--- config.mk ---
export PLATFORM = sky130hd
export DESIGN_NAME = vga_pixel_fetch
export DESIGN_NICKNAME = d
export VERILOG_FILES = /design/src/rtl/vga_pixel_fetch.sv
export SDC_FILE = /design/constraint.sdc
export NUM_CORES = 1
export LEC_CHECK = 0
export BUFFER_PORTS_ARGS = -buffer_cell sky130_fd_sc_hd__buf_2
export CAP_MARGIN = 0
export CORE_ASPECT_RATIO = 0.5
export CORE_MARGIN = 4
export CORE_UTILIZATION = 50
export CTS_CLUSTER_SIZE = 30
export DETAILED_ROUTE_END_ITERATION = 12
export MAX_ROUTING_LAYER = met4
export PLACE_DENSITY_LB_ADDON = 0.12
export REMOVE_ABC_BUFFERS = 1
export SYNTH_ARGS = -nofsm -noshare
export SYNTH_HDL_FRONTEND = slang
export SYNTH_SLANG_ARGS = --single-unit
--- constraint.sdc ---
create_clock -name clk -period 4.8 [get_ports clk]
set_input_delay 0.96 -clock clk [delete_from_list [all_inputs] [get_ports clk]]
set_output_delay 0.96 -clock clk [all_outputs]
set_load 0.01 [all_outputs]
--- src/rtl/vga_pixel_fetch.sv ---
// Raster-order pixel fetcher feeding the VGA output stage.
// It reads 8-bit pixels from a synchronous image memory (1-cycle latency) and
// buffers them in a show-ahead FIFO. Pixels leave through a valid/ready stream
// tagged with start-of-frame and end-of-line. Reads are issued only when a
// FIFO slot is guaranteed, so backpressure never drops or duplicates a pixel.
//
// Ports:
//   clk, rst_n          clock, asynchronous active-low reset
//   start               begins a frame when idle (ignored otherwise)
//   mem_rd, mem_addr    image memory read strobe and address
//   mem_data            read data, valid one cycle after mem_rd
//   pix_data/valid/ready/sof/eol  pixel stream to the VGA stage
//   busy                frame in progress
//   done                one-cycle pulse once the last pixel is delivered
module vga_pixel_fetch #(
  parameter int unsigned H_ACTIVE   = 640,
  parameter int unsigned V_ACTIVE   = 480,
  parameter int unsigned ADDR_W     = 19,
  parameter int unsigned FIFO_DEPTH = 4
) (
  input  logic              clk,
  input  logic              rst_n,
  input  logic              start,
  output logic              mem_rd,
  output logic [ADDR_W-1:0] mem_addr,
  input  logic [7:0]        mem_data,
  output logic [7:0]        pix_data,
  output logic              pix_valid,
  input  logic              pix_ready,
  output logic              pix_sof,
  output logic              pix_eol,
  output logic              busy,
  output logic              done
);

  localparam int unsigned XW    = (H_ACTIVE > 1) ? $clog2(H_ACTIVE) : 1;
  localparam int unsigned YW    = (V_ACTIVE > 1) ? $clog2(V_ACTIVE) : 1;
  localparam int unsigned PW    = $clog2(FIFO_DEPTH);
  localparam int unsigned CW    = PW + 1;
  localparam int unsigned OW    = CW + 1;
  localparam int unsigned ENT_W = 10;

  localparam logic [ADDR_W-1:0] LAST_ADDR = ADDR_W'(H_ACTIVE * V_ACTIVE - 1);
  localparam logic [XW-1:0]     X_LAST    = XW'(H_ACTIVE - 1);
  localparam logic [YW-1:0]     Y_LAST    = YW'(V_ACTIVE - 1);

  typedef enum logic [1:0] {
    ST_IDLE  = 2'd0,
    ST_FETCH = 2'd1,
    ST_DRAIN = 2'd2,
    ST_DONE  = 2'd3
  } state_t;

  state_t state_q, state_d;

  logic              rd_q;
  logic              rd_d;
  logic [ADDR_W-1:0] addr_q;
  logic [XW-1:0]     x_q;
  logic [YW-1:0]     y_q;

  // Read in flight plus the tags that travel with it
  logic              inflight_q;
  logic              sof_q;
  logic              eol_q;

  logic [ENT_W-1:0]  fifo_q [FIFO_DEPTH];
  logic [PW-1:0]     wr_ptr_q;
  logic [PW-1:0]     rd_ptr_q;
  logic [CW-1:0]     count_q;

  logic              push_c;
  logic              pop_c;
  logic [CW-1:0]     count_d;
  logic [OW-1:0]     credit_c;
  logic              last_issue_c;
  logic [ENT_W-1:0]  head_c;

  assign mem_rd    = rd_q;
  assign mem_addr  = addr_q;
  assign head_c    = fifo_q[rd_ptr_q];
  assign pix_data  = head_c[7:0];
  assign pix_eol   = head_c[8];
  assign pix_sof   = head_c[9];
  assign pix_valid = (count_q != '0);

  // Next state and next read strobe; the read decision looks at next-cycle
  // occupancy plus the read issued this cycle so a slot is always reserved.
  always_comb begin
    push_c       = inflight_q;
    pop_c        = (count_q != '0) && pix_ready;
    count_d      = count_q + CW'(push_c) - CW'(pop_c);
    last_issue_c = rd_q && (addr_q == LAST_ADDR);
    state_d      = state_q;
    credit_c     = '0;
    rd_d         = 1'b0;

    case (state_q)
      ST_IDLE:  if (start)        state_d = ST_FETCH;
      ST_FETCH: if (last_issue_c) state_d = ST_DRAIN;
      ST_DRAIN: if ((count_d == '0) && !rd_q) state_d = ST_DONE;
      ST_DONE:  state_d = ST_IDLE;
      default:  state_d = ST_IDLE;
    endcase

    credit_c = OW'(count_d) + OW'(rd_q);
    rd_d     = (state_d == ST_FETCH) && (credit_c < OW'(FIFO_DEPTH));
  end

  // FSM state and registered control outputs
  always_ff @(posedge clk or negedge rst_n) begin
    if (!rst_n) begin
      state_q <= ST_IDLE;
      rd_q    <= 1'b0;
      busy    <= 1'b0;
      done    <= 1'b0;
    end else begin
      state_q <= state_d;
      rd_q    <= rd_d;
      busy    <= (state_d != ST_IDLE);
      done    <= (state_d == ST_DONE);
    end
  end

  // Raster counters advance once per issued read; tags are captured at issue
  always_ff @(posedge clk or negedge rst_n) begin
    if (!rst_n) begin
      addr_q     <= '0;
      x_q        <= '0;
      y_q        <= '0;
      inflight_q <= 1'b0;
      sof_q      <= 1'b0;
      eol_q      <= 1'b0;
    end else begin
      inflight_q <= rd_q;
      if (rd_q) begin
        sof_q <= (x_q == '0) && (y_q == '0);
        eol_q <= (x_q == X_LAST);
      end
      if (state_q == ST_IDLE) begin
        addr_q <= '0;
        x_q    <= '0;
        y_q    <= '0;
      end else if (rd_q) begin
        addr_q <= addr_q + ADDR_W'(1);
        if (x_q == X_LAST) begin
          x_q <= '0;
          y_q <= (y_q == Y_LAST) ? '0 : y_q + YW'(1);
        end else begin
          x_q <= x_q + XW'(1);
        end
      end
    end
  end

  // Show-ahead FIFO; storage is reset so the stream outputs read 0 after reset
  always_ff @(posedge clk or negedge rst_n) begin
    if (!rst_n) begin
      for (int i = 0; i < int'(FIFO_DEPTH); i++) fifo_q[i] <= '0;
      wr_ptr_q <= '0;
      rd_ptr_q <= '0;
      count_q  <= '0;
    end else begin
      if (push_c) begin
        fifo_q[wr_ptr_q] <= {sof_q, eol_q, mem_data};
        wr_ptr_q         <= wr_ptr_q + PW'(1);
      end
      if (pop_c) rd_ptr_q <= rd_ptr_q + PW'(1);
      count_q <= count_d;
    end
  end

endmodule
-- Word-level counts from Yosys, hierarchy flattened
Cells that the tools add are included.
- memory bits (writable): 0
- memories kept: 0
- bits in registers: 93
- bits of input ports: 12
- latch bits: 0
- output and inout port bits: 33
- memory bits (read-only): 0
- bitwise operators: 2
- $mul: 0
- divide/modulo/power cells: 0
- add/sub/neg operators: 8
- order comparisons: 4
- muxes and demuxes: 19
- reductions and logical operators: 16
- equal/unequal tests: 8
- shift-type cells: 0
- operators with widths (operator ; count):
    two-way mux 10 bit ; 6
    bitwise mux 40 bit ; 1
    two-way mux 19 bit ; 2
    two-way mux 9 bit ; 4
    binary-select mux 10 bit (select 2 bit) ; 1
    demux 10 bit (select 2 bit) ; 1
    adder 19 x 1 -> 19 bit (second input constant) ; 1
    == test 19 bit (second input constant) ; 1
    adder 10 x 1 -> 10 bit (second input constant) ; 1
    == test 10 bit (second input constant) ; 1
    logical NOT 10 bit ; 1
    adder 9 x 1 -> 9 bit (second input constant) ; 1
    == test 9 bit (second input constant) ; 1
    logical NOT 9 bit ; 1
    case mux 2 bit (4 select lines) ; 1
    == test 2 bit (second input constant) ; 3
    greater-or-equal comparator 3 bit (second input constant) ; 2
    logical AND 1 bit ; 6
    two-way mux 2 bit ; 3
    inverter 2 -> 3 bit ; 2
    nonzero test 2 bit ; 3
    adder 2 x 1 -> 2 bit (second input constant) ; 2
    adder 3 x 1 -> 4 bit ; 1
    == test 2 x 1 -> 1 bit (second input constant) ; 2
    9 further kinds ; 9

-- Logic depth before layout (Yosys ltp)
Gate-level depths: netlist (run 1).
- depth after elaboration: 9
- mapped depth: 11
- mapped depth without buffers: 11

-- Worst setup path before layout (run 1)
Ideal clock, no wire load.
- kind: input port to flip-flop
- start: in pix_ready
- end: reg state_q[0]
- stages on the path: 10
- setup slack: 2015 ps
- arrival time: 2708 ps
- buffers on the path: 0
- data required time: 4723 ps
- library setup time: 77 ps
- cells stage by stage: and2_1 > ha_1 > inv_1 > ha_1 > inv_1 > fa_1 > xnor2_1 > xnor2_1 > or3_1 > a21oi_1
- longest elaborated chain between the ends: 6
- ends and longest elaborated chain (item ; RTL line ; RTL):
    from (decl) ; 29 ; input logic pix_ready,
    logical AND 1 bit ; 91 ; pop_c = (count_q != '0) && pix_ready;
    subtractor 3 x 1 -> 3 bit ; 92 ; count_d = count_q + CW'(push_c) - CW'(pop_c);
    named net count_d[2] ; 74 ; logic [CW-1:0] count_d;
    logical NOT 3 bit ; 101 ; ST_DRAIN: if ((count_d == '0) && !rd_q) state_d = ST_DONE;
    logical AND 1 bit ; 101 ;
    two-way mux 2 bit ; 101 ;
    case mux 2 bit (4 select lines) ; 98 ; case (state_q)
    named net state_d[0] ; 54 ; state_t state_q, state_d;
    to (signal assigned) ; 118 ; state_q <= state_d;
    to (decl) ; 54 ;
The timed path passes the listed nets, and every way through them passes these cells.
A chain may end at the register's enable or synchronous reset.

-- Worst setup path after layout (run 1)
- start: reg rd_ptr_q[0]
- end: out pix_sof
- longest elaborated chain between the ends: 4
- ends and longest elaborated chain (item ; RTL line ; RTL):
    from (decl) ; 69 ; logic [PW-1:0] rd_ptr_q;
    from (signal assigned) ; 168 ; if (pop_c) rd_ptr_q <= rd_ptr_q + PW'(1);
    inverter 2 -> 3 bit (implied by the code) ; 81 ; assign head_c = fifo_q[rd_ptr_q];
    binary-select mux 10 bit (select 2 bit) ; 81 ;
    two-way mux 10 bit (implied by the code) (2 in series) ; 81 ;
    to (decl) ; 30 ; output logic pix_sof,
No other way between the ends. The select of a mux whose other input is x is not followed.

==> flow_metrics.env, run 1 <==
export IMPL_cts_root_buffer="clkbuf_16"
export IMPL_grt_ovfl_total=0
export IMPL_cts_setup_buffers=0
export IMPL_portBuffers=44
export IMPL_syn_avg_cell_area_um2=11.4
export IMPL_hold_depth=2
export IMPL_yosysWarnings=0
export IMPL_cts_tree="yes"
export IMPL_cts_resized=0
export IMPL_maxSlewHeadroom_pct=41.6
export IMPL_setup_slack_ns=1.92
export IMPL_area_delta_synth_final_pct=13.8
export IMPL_synthXorXnorAreaFrac_pct=4.72
export IMPL_ios=45
export IMPL_reg2regPathDepth=11
export IMPL_rsz0062_at_grt="no"
export IMPL_finalCriticalPeriod_ns=2.88
export IMPL_powerDensity_nw_per_um2=581
export IMPL_critPathArrivalTime_ns=1.92
export IMPL_gp_congestion=0.848
export IMPL_grt_pass1_vias=3109
export IMPL_start_kind="flip-flop"
export IMPL_final_setup_viol_count=0
export IMPL_wl_per_cell_um=15.7
export IMPL_initial_core_util_pct=51.4
export IMPL_final_common_cell="dfrtp_1"
export IMPL_hold_buffers=0
export IMPL_r2r_start="count_q[0]"
export IMPL_final_layout_size_suffix_gt1_share_pct=25.5
export IMPL_diodes=0
export IMPL_leakage_nw=2.26
export IMPL_critPathKind="flip-flop to output port"
export IMPL_wirelength_um=8660
export IMPL_async_reset_ff_share_pct=100
export IMPL_clk_latency_ns=0.34
export IMPL_period_share_pct=60.1
export IMPL_maxCapViolations=0
export IMPL_drv_slew=0
export IMPL_numCtsBuffers=9
export IMPL_fin_nets=455
export IMPL_pre_cts_slack_ns=1.79
export IMPL_clock_skew_ns=0.00665
export IMPL_status="completed"
export IMPL_antenna_found_initial=0
export IMPL_critPathCaptureType="output port"
export IMPL_tightest_slew_ns=0.876
export IMPL_fmax_mhz=347
export IMPL_cp_max_fo=12
export IMPL_cts_sinks=93
export IMPL_die_h_um=74.8
export IMPL_synth_seq_area_share_pct=52.2
export IMPL_peakVddDrop_v=0.000304
export IMPL_finalSetupTns_ns=0
export IMPL_track_usage_pct=18.3
export IMPL_fin_cells=552
export IMPL_yosys_area_top_type="dfrtp_1"
export IMPL_synth_edf_count=0
export IMPL_synth_simple_area_share_pct=16.3
export IMPL_drtAntennaViolNets=0
export IMPL_post_synth_top_area_fraction_pct=52.2
export IMPL_ys_ff_latch=93
export IMPL_drc=0
export IMPL_ys_flop_type="dfrtp_1"
export IMPL_place_inst=537
export IMPL_finalHoldViolations=0
export IMPL_required_ns=3.84
export IMPL_hold_end="fifo_q[9]"
export IMPL_num_rows=24
export IMPL_holdWs_ns=0.482
export IMPL_grt_max_degree=72
export IMPL_synthTopCellsByArea="dfrtp_1 (52%), mux2_2 (8.6%), mux4_2 (5.1%)"
export IMPL_drt_iter0_markers=153
export IMPL_syn_area_um2=4460
export IMPL_vias=3101
export IMPL_rrSetupSlack_ns=2.08
export IMPL_die_area_um2=10600
export IMPL_synthCells=392
export IMPL_die_x_um=142
export IMPL_worstHoldStart="fifo_q[9]"
export IMPL_grt_pass1_wl_um=14900
export IMPL_netlist_cell_type_count=46
export IMPL_core_um2=8680
export IMPL_synth_top_family_by_area="simple AND/OR/NAND/NOR gates"
export IMPL_layout_common_cells="dfrtp_1 (93), buf_2 (43), mux2_2 (34)"
export IMPL_synth_compound_area_share_pct=5.44
export IMPL_dpl_hpwl_um=5870
export IMPL_drt_first_pass_iters=4
export IMPL_synth_mux_area_share_pct=14.3
export IMPL_synth_adder_area_share_pct=3.54
export IMPL_cts_max_level=3
export IMPL_via_per_inst=5.62
export IMPL_min_path_type="flip-flop to flip-flop"
export IMPL_path_clk_slew_ns=0.06
export IMPL_clk_path_buf_depth=2
export IMPL_r2r_end="state_q[0]"
## cell families after synthesis
kind of cell / after synthesis
xor+xnor: 24
fa+ha+maj: 12
flops: 93
buf+inv: 38
mux: 47
simple gates: 134
compound gates: 44
## critical path: stages, from the launching register on
cell and delay [ns]:
dfrtp_1 0.82, mux4_2 0.60, buf_2 0.16
## metrics by stage
step | cell area [um^2] | utilization (%) | total power [W]
floorplan | 4380 | - | 0.00191
global placement | 4760 | 54.8 | 0.00217
detailed placement | 4760 | 54.8 | 0.00223
CTS | 5070 | 58.5 | 0.00299
global route | 5070 | 58.5 | 0.00314
finish | 5070 | 58.5 | 0.00295
## synthesized netlist by cell type, types with 3 or more instances
master and count:
and3_1 6, or4_1 5, mux4_2 10, buf_1 3, xor2_1 11, nor4_1 5, or3_1 7, buf_2 3
and2_1 3, nand3_1 17, mux2i_1 3, clkbuf_1 10, nand2_1 30, nand4_1 9, dfrtp_1 93, xnor2_1 13
o21ai_0 20, nor2_1 27, ha_1 11, a21oi_1 15, mux2_2 34, nor3_1 7, inv_1 20
## how the worst max path moves through the flow
stage                startpoint         end  slack (ns)  cells after the start
global placement      pix_ready  state_q[0]        1.86                     11
floorplan             pix_ready  state_q[0]        2.01                     10
finish              rd_ptr_q[0]     pix_sof        1.92                      2
global route        rd_ptr_q[0]     pix_sof        1.80                      2
detailed placement    pix_ready  state_q[0]        1.79                     11
CTS                 rd_ptr_q[0]     pix_sof        1.86                      2
## per-layer routing
layer / share of wire [%] / track usage, % / vias to the layer above / routed length, um
met5: 0 / - / - / 0
met4: 0.40 / 3.72 / 0 / 35
li1: - / - / 1484 / -
met1: 47 / 23.4 / 1545 / 4110
met3: 5.0 / 5.71 / 9 / 430
met2: 47 / 29.4 / 63 / 4090
## flip-flops by register name (all words and copies together) (netlist names)
| name | flops |
|---|---|
| busy | 1 |
| count_q | 3 |
| fifo_q | 40 |
| sof_q | 1 |
| mem_rd | 1 |
| state_q | 2 |
| rd_ptr_q | 2 |
| done | 1 |
| y_q | 9 |
| eol_q | 1 |
| wr_ptr_q | 2 |
| mem_addr | 19 |
| x_q | 10 |
| inflight_q | 1 |
## final cells by class
cell class | instances | area (um^2)
clock buffers | 11 | 243
clock inverters | 4 | 72.6
fillers | 737 | 3600
inverters | 20 | 75.1
multi-input cells | 261 | 1970
flip-flops and latches | 93 | 2330
well taps | 117 | 146
repair buffers | 46 | 238
## where the power goes
group / leakage (nW) / total (W) / internal [W] / switching, W
Sequential: 1.17 / 0.00129 / 0.00103 / 0.000254
Clock: 0.152 / 0.000750 / 0.000467 / 0.000283
Combinational: 0.936 / 0.000914 / 0.000510 / 0.000405
Total: 2.26 / 0.00295 / 0.00201 / 0.000942
Power figures use the tool's default switching activity.
==> run 2, diff against run 1 <==
==> constraint.sdc (replaced) <==
create_clock -name clk -period 2.5 [get_ports clk]
set_input_delay 0.5 -clock clk [delete_from_list [all_inputs] [get_ports clk]]
set_output_delay 0.5 -clock clk [all_outputs]
set_load 0.01 [all_outputs]
==> run 2 against run 1 <==
Net effect: the run now ends with negative setup slack left; clock skew decreased by 0.0014 ns; flip-flop and latch count unchanged; clock power up 87%; final cell count is 2.2% higher; core utilization is 2.0 points higher; worst hold slack got worse by 0.36 ns; setup slack worse by 2.0 ns; critical path depth grew 9; wire length grew 8.7%; final area increased by 3.4%; sequential power rose by 88%; non-clock buffer count up 11; highest routed layer unchanged.
==> flow_metrics.env, run 2 (synthesized netlist as in run 1, its figures left out) <==
export IMPL_wl_met3_um=304
export IMPL_place_area_um2=4850
export IMPL_largest_register_ffs=40
export IMPL_startpoint="count_q[0]"
export IMPL_cts_root_buffer="clkbuf_16"
export IMPL_critPathKind="flip-flop to flip-flop"
export IMPL_top_layer_used="met4"
export IMPL_final_common_cell="dfrtp_1"
export IMPL_final_area_um2=5250
export IMPL_initial_core_util_pct=51.4
export IMPL_fill_cells=742
export IMPL_path_buf_inv=2
export IMPL_register_area_um2=2330
export IMPL_maxCapViolations=0
export IMPL_cts_tree="yes"
export IMPL_core_um2=8680
export IMPL_grt_pass1_vias=3243
export IMPL_drtAntennaViolNets=0
export IMPL_path_cells="or3_1 > and2_4 > ha_4 > inv_2 > ha_4 > inv_2 > fa_2 > xnor2_4 > xnor2_2 > or3_4 > a21oi_2"
export IMPL_reg2regPathDepth=11
export IMPL_p_sw_share_pct=33.5
export IMPL_final_layout_size_suffix_gt1_share_pct=30.2
export IMPL_fmax_mhz=392
export IMPL_min_path_type="primary input to async pin"
export IMPL_tightest_slew_ns=0.547
export IMPL_ios=45
export IMPL_status="finished, violations left"
export IMPL_fin_util_pct=60.5
export IMPL_p_seq_share_pct=40.1
export IMPL_wl_per_cell_um=16.7
export IMPL_drv_slew=0
export IMPL_grt_pass1_wl_um=15900
export IMPL_maxSlewHeadroom_pct=63.5
export IMPL_period_share_pct=102
export IMPL_clk_latency_ns=0.34
export IMPL_via_per_inst=5.62
export IMPL_wirelength_um=9410
export IMPL_setup_slack_ns=-0.0504
export IMPL_power_internal_w=0.00401
export IMPL_fin_nets=466
export IMPL_violations="negative setup slack"
export IMPL_dpl_hpwl_um=6470
export IMPL_cp_depth=11
export IMPL_diodes=0
export IMPL_crit_family="simple AND/OR/NAND/NOR gates"
export IMPL_die_area_um2=10600
export IMPL_grt_max_degree=56
export IMPL_area_delta_synth_final_pct=17.7
export IMPL_p_clk_share_pct=23.2
export IMPL_power_switching_w=0.00202
export IMPL_holdWs_ns=0.125
export IMPL_clk_path_buf_depth=2
export IMPL_layout_common_cells="dfrtp_1 (93), buf_2 (43), mux2_2 (34)"
export IMPL_drc=0
export IMPL_track_usage_pct=19.8
export IMPL_cp_slowest_stage_delay_ns=0.39
export IMPL_wl_met2_um=4670
export IMPL_finalCriticalPeriod_ns=2.55
export IMPL_rsz0062_at_grt="yes"
export IMPL_gp_congestion=0.877
export IMPL_hold_buffers=0
export IMPL_wl_met1_um=4310
export IMPL_drt_iter0_markers=121
export IMPL_cts_sinks=93
export IMPL_antenna_found_initial=0
export IMPL_critPathCaptureType="flip-flop"
export IMPL_start_kind="flip-flop"
export IMPL_die_x_um=142
export IMPL_cp_max_fo=2
export IMPL_final_setup_viol_count=2
export IMPL_largest_register="fifo_q"
export IMPL_num_rows=24
export IMPL_leakage_nw=2.33
export IMPL_clock_skew_ns=0.00524
export IMPL_portBuffers=44
export IMPL_cts_max_level=3
export IMPL_peakVddDrop_v=0.000540
export IMPL_r2r_start="count_q[0]"
export IMPL_multi_input_area_um2=2040
export IMPL_combPwrFrac_pct=36.7
export IMPL_powerDensity_nw_per_um2=1150
export IMPL_die_h_um=74.8
export IMPL_grt_ovfl_total=0
export IMPL_finalHoldViolations=0
export IMPL_path_clk_slew_ns=0.07
export IMPL_numCtsBuffers=9
export IMPL_slowest_stage="fa_2"
export IMPL_vias=3172
export IMPL_required_ns=2.78
export IMPL_critPathArrivalTime_ns=2.83
export IMPL_drt_first_pass_iters=4
run 2: cell types whose count changed in the layout (fill, tap and decap cells not counted), moves of 2 or more:
cell | before | now
buf_12 | 0 | 2
inv_2 | 0 | 2
ha_4 | 0 | 2
buf_4 | 3 | 12
inv_1 | 20 | 18
ha_1 | 11 | 9
xnor2_1 | 13 | 11
clkinvlp_4 | 1 | 3
run 2: layer usage:
metal | track usage (%) | vias up
met4 | 6.70 | 0
met2 | 33.8 | 55
li1 | - | 1492
met5 | - | -
met3 | 4.06 | 14
met1 | 24.0 | 1611
run 2: path summary, 6_finish.rpt:
kind / slack [ns] / to
setup / recovery: -0.05 / state_q[0]
hold / removal: 0.13 / fifo_q[24]
setup reg to reg: -0.05 / state_q[0]
hold reg to reg: 0.48 / fifo_q[9]
max in group asynchronous: 1.71 / x_q[0]
min in group clk: 0.43 / fifo_q[14]
run 2: final cells by class:
cell class                 count  area share [%]
sequential                    93            44.3
multi-input combinational    261            39.0
timing repair buffer          57            6.58
clock buffer                  10            4.55
tap                          117            2.79
inverter                      20            1.43
clock inverter                 6            1.34
run 2: timing repair:
action	4_1_cts	5_1_grt
cloned	0	0
buffers inserted	1	1
resized for setup	8	5
pin swaps	7	5
endpoints found under the setup margin	3	3
run 2: through the flow:
stage          std cells  TNS, ns  setup slack [ns]  total power (W)
5_1_grt              564   -0.253            -0.100          0.00639
3_3_place_gp         546   -0.110           -0.0930          0.00430
2_1_floorplan        374   -0.245            -0.160          0.00367
6_report             564  -0.0789           -0.0504          0.00603
3_5_place_dp         546   -0.481            -0.214          0.00446
4_1_cts              563   -0.151           -0.0900          0.00599
run 2: power by group through the flow:
| stage | clock (W) | sequential (W) | combinational (W) |
|---|---|---|---|
| after detailed placement | 0 | 0.00243 | 0.00203 |
| after global placement | 0 | 0.00238 | 0.00192 |
| after global routing | 0.00150 | 0.00247 | 0.00242 |
| after floorplan | 0 | 0.00238 | 0.00129 |
| final | 0.00140 | 0.00242 | 0.00222 |
| after CTS | 0.00143 | 0.00241 | 0.00214 |
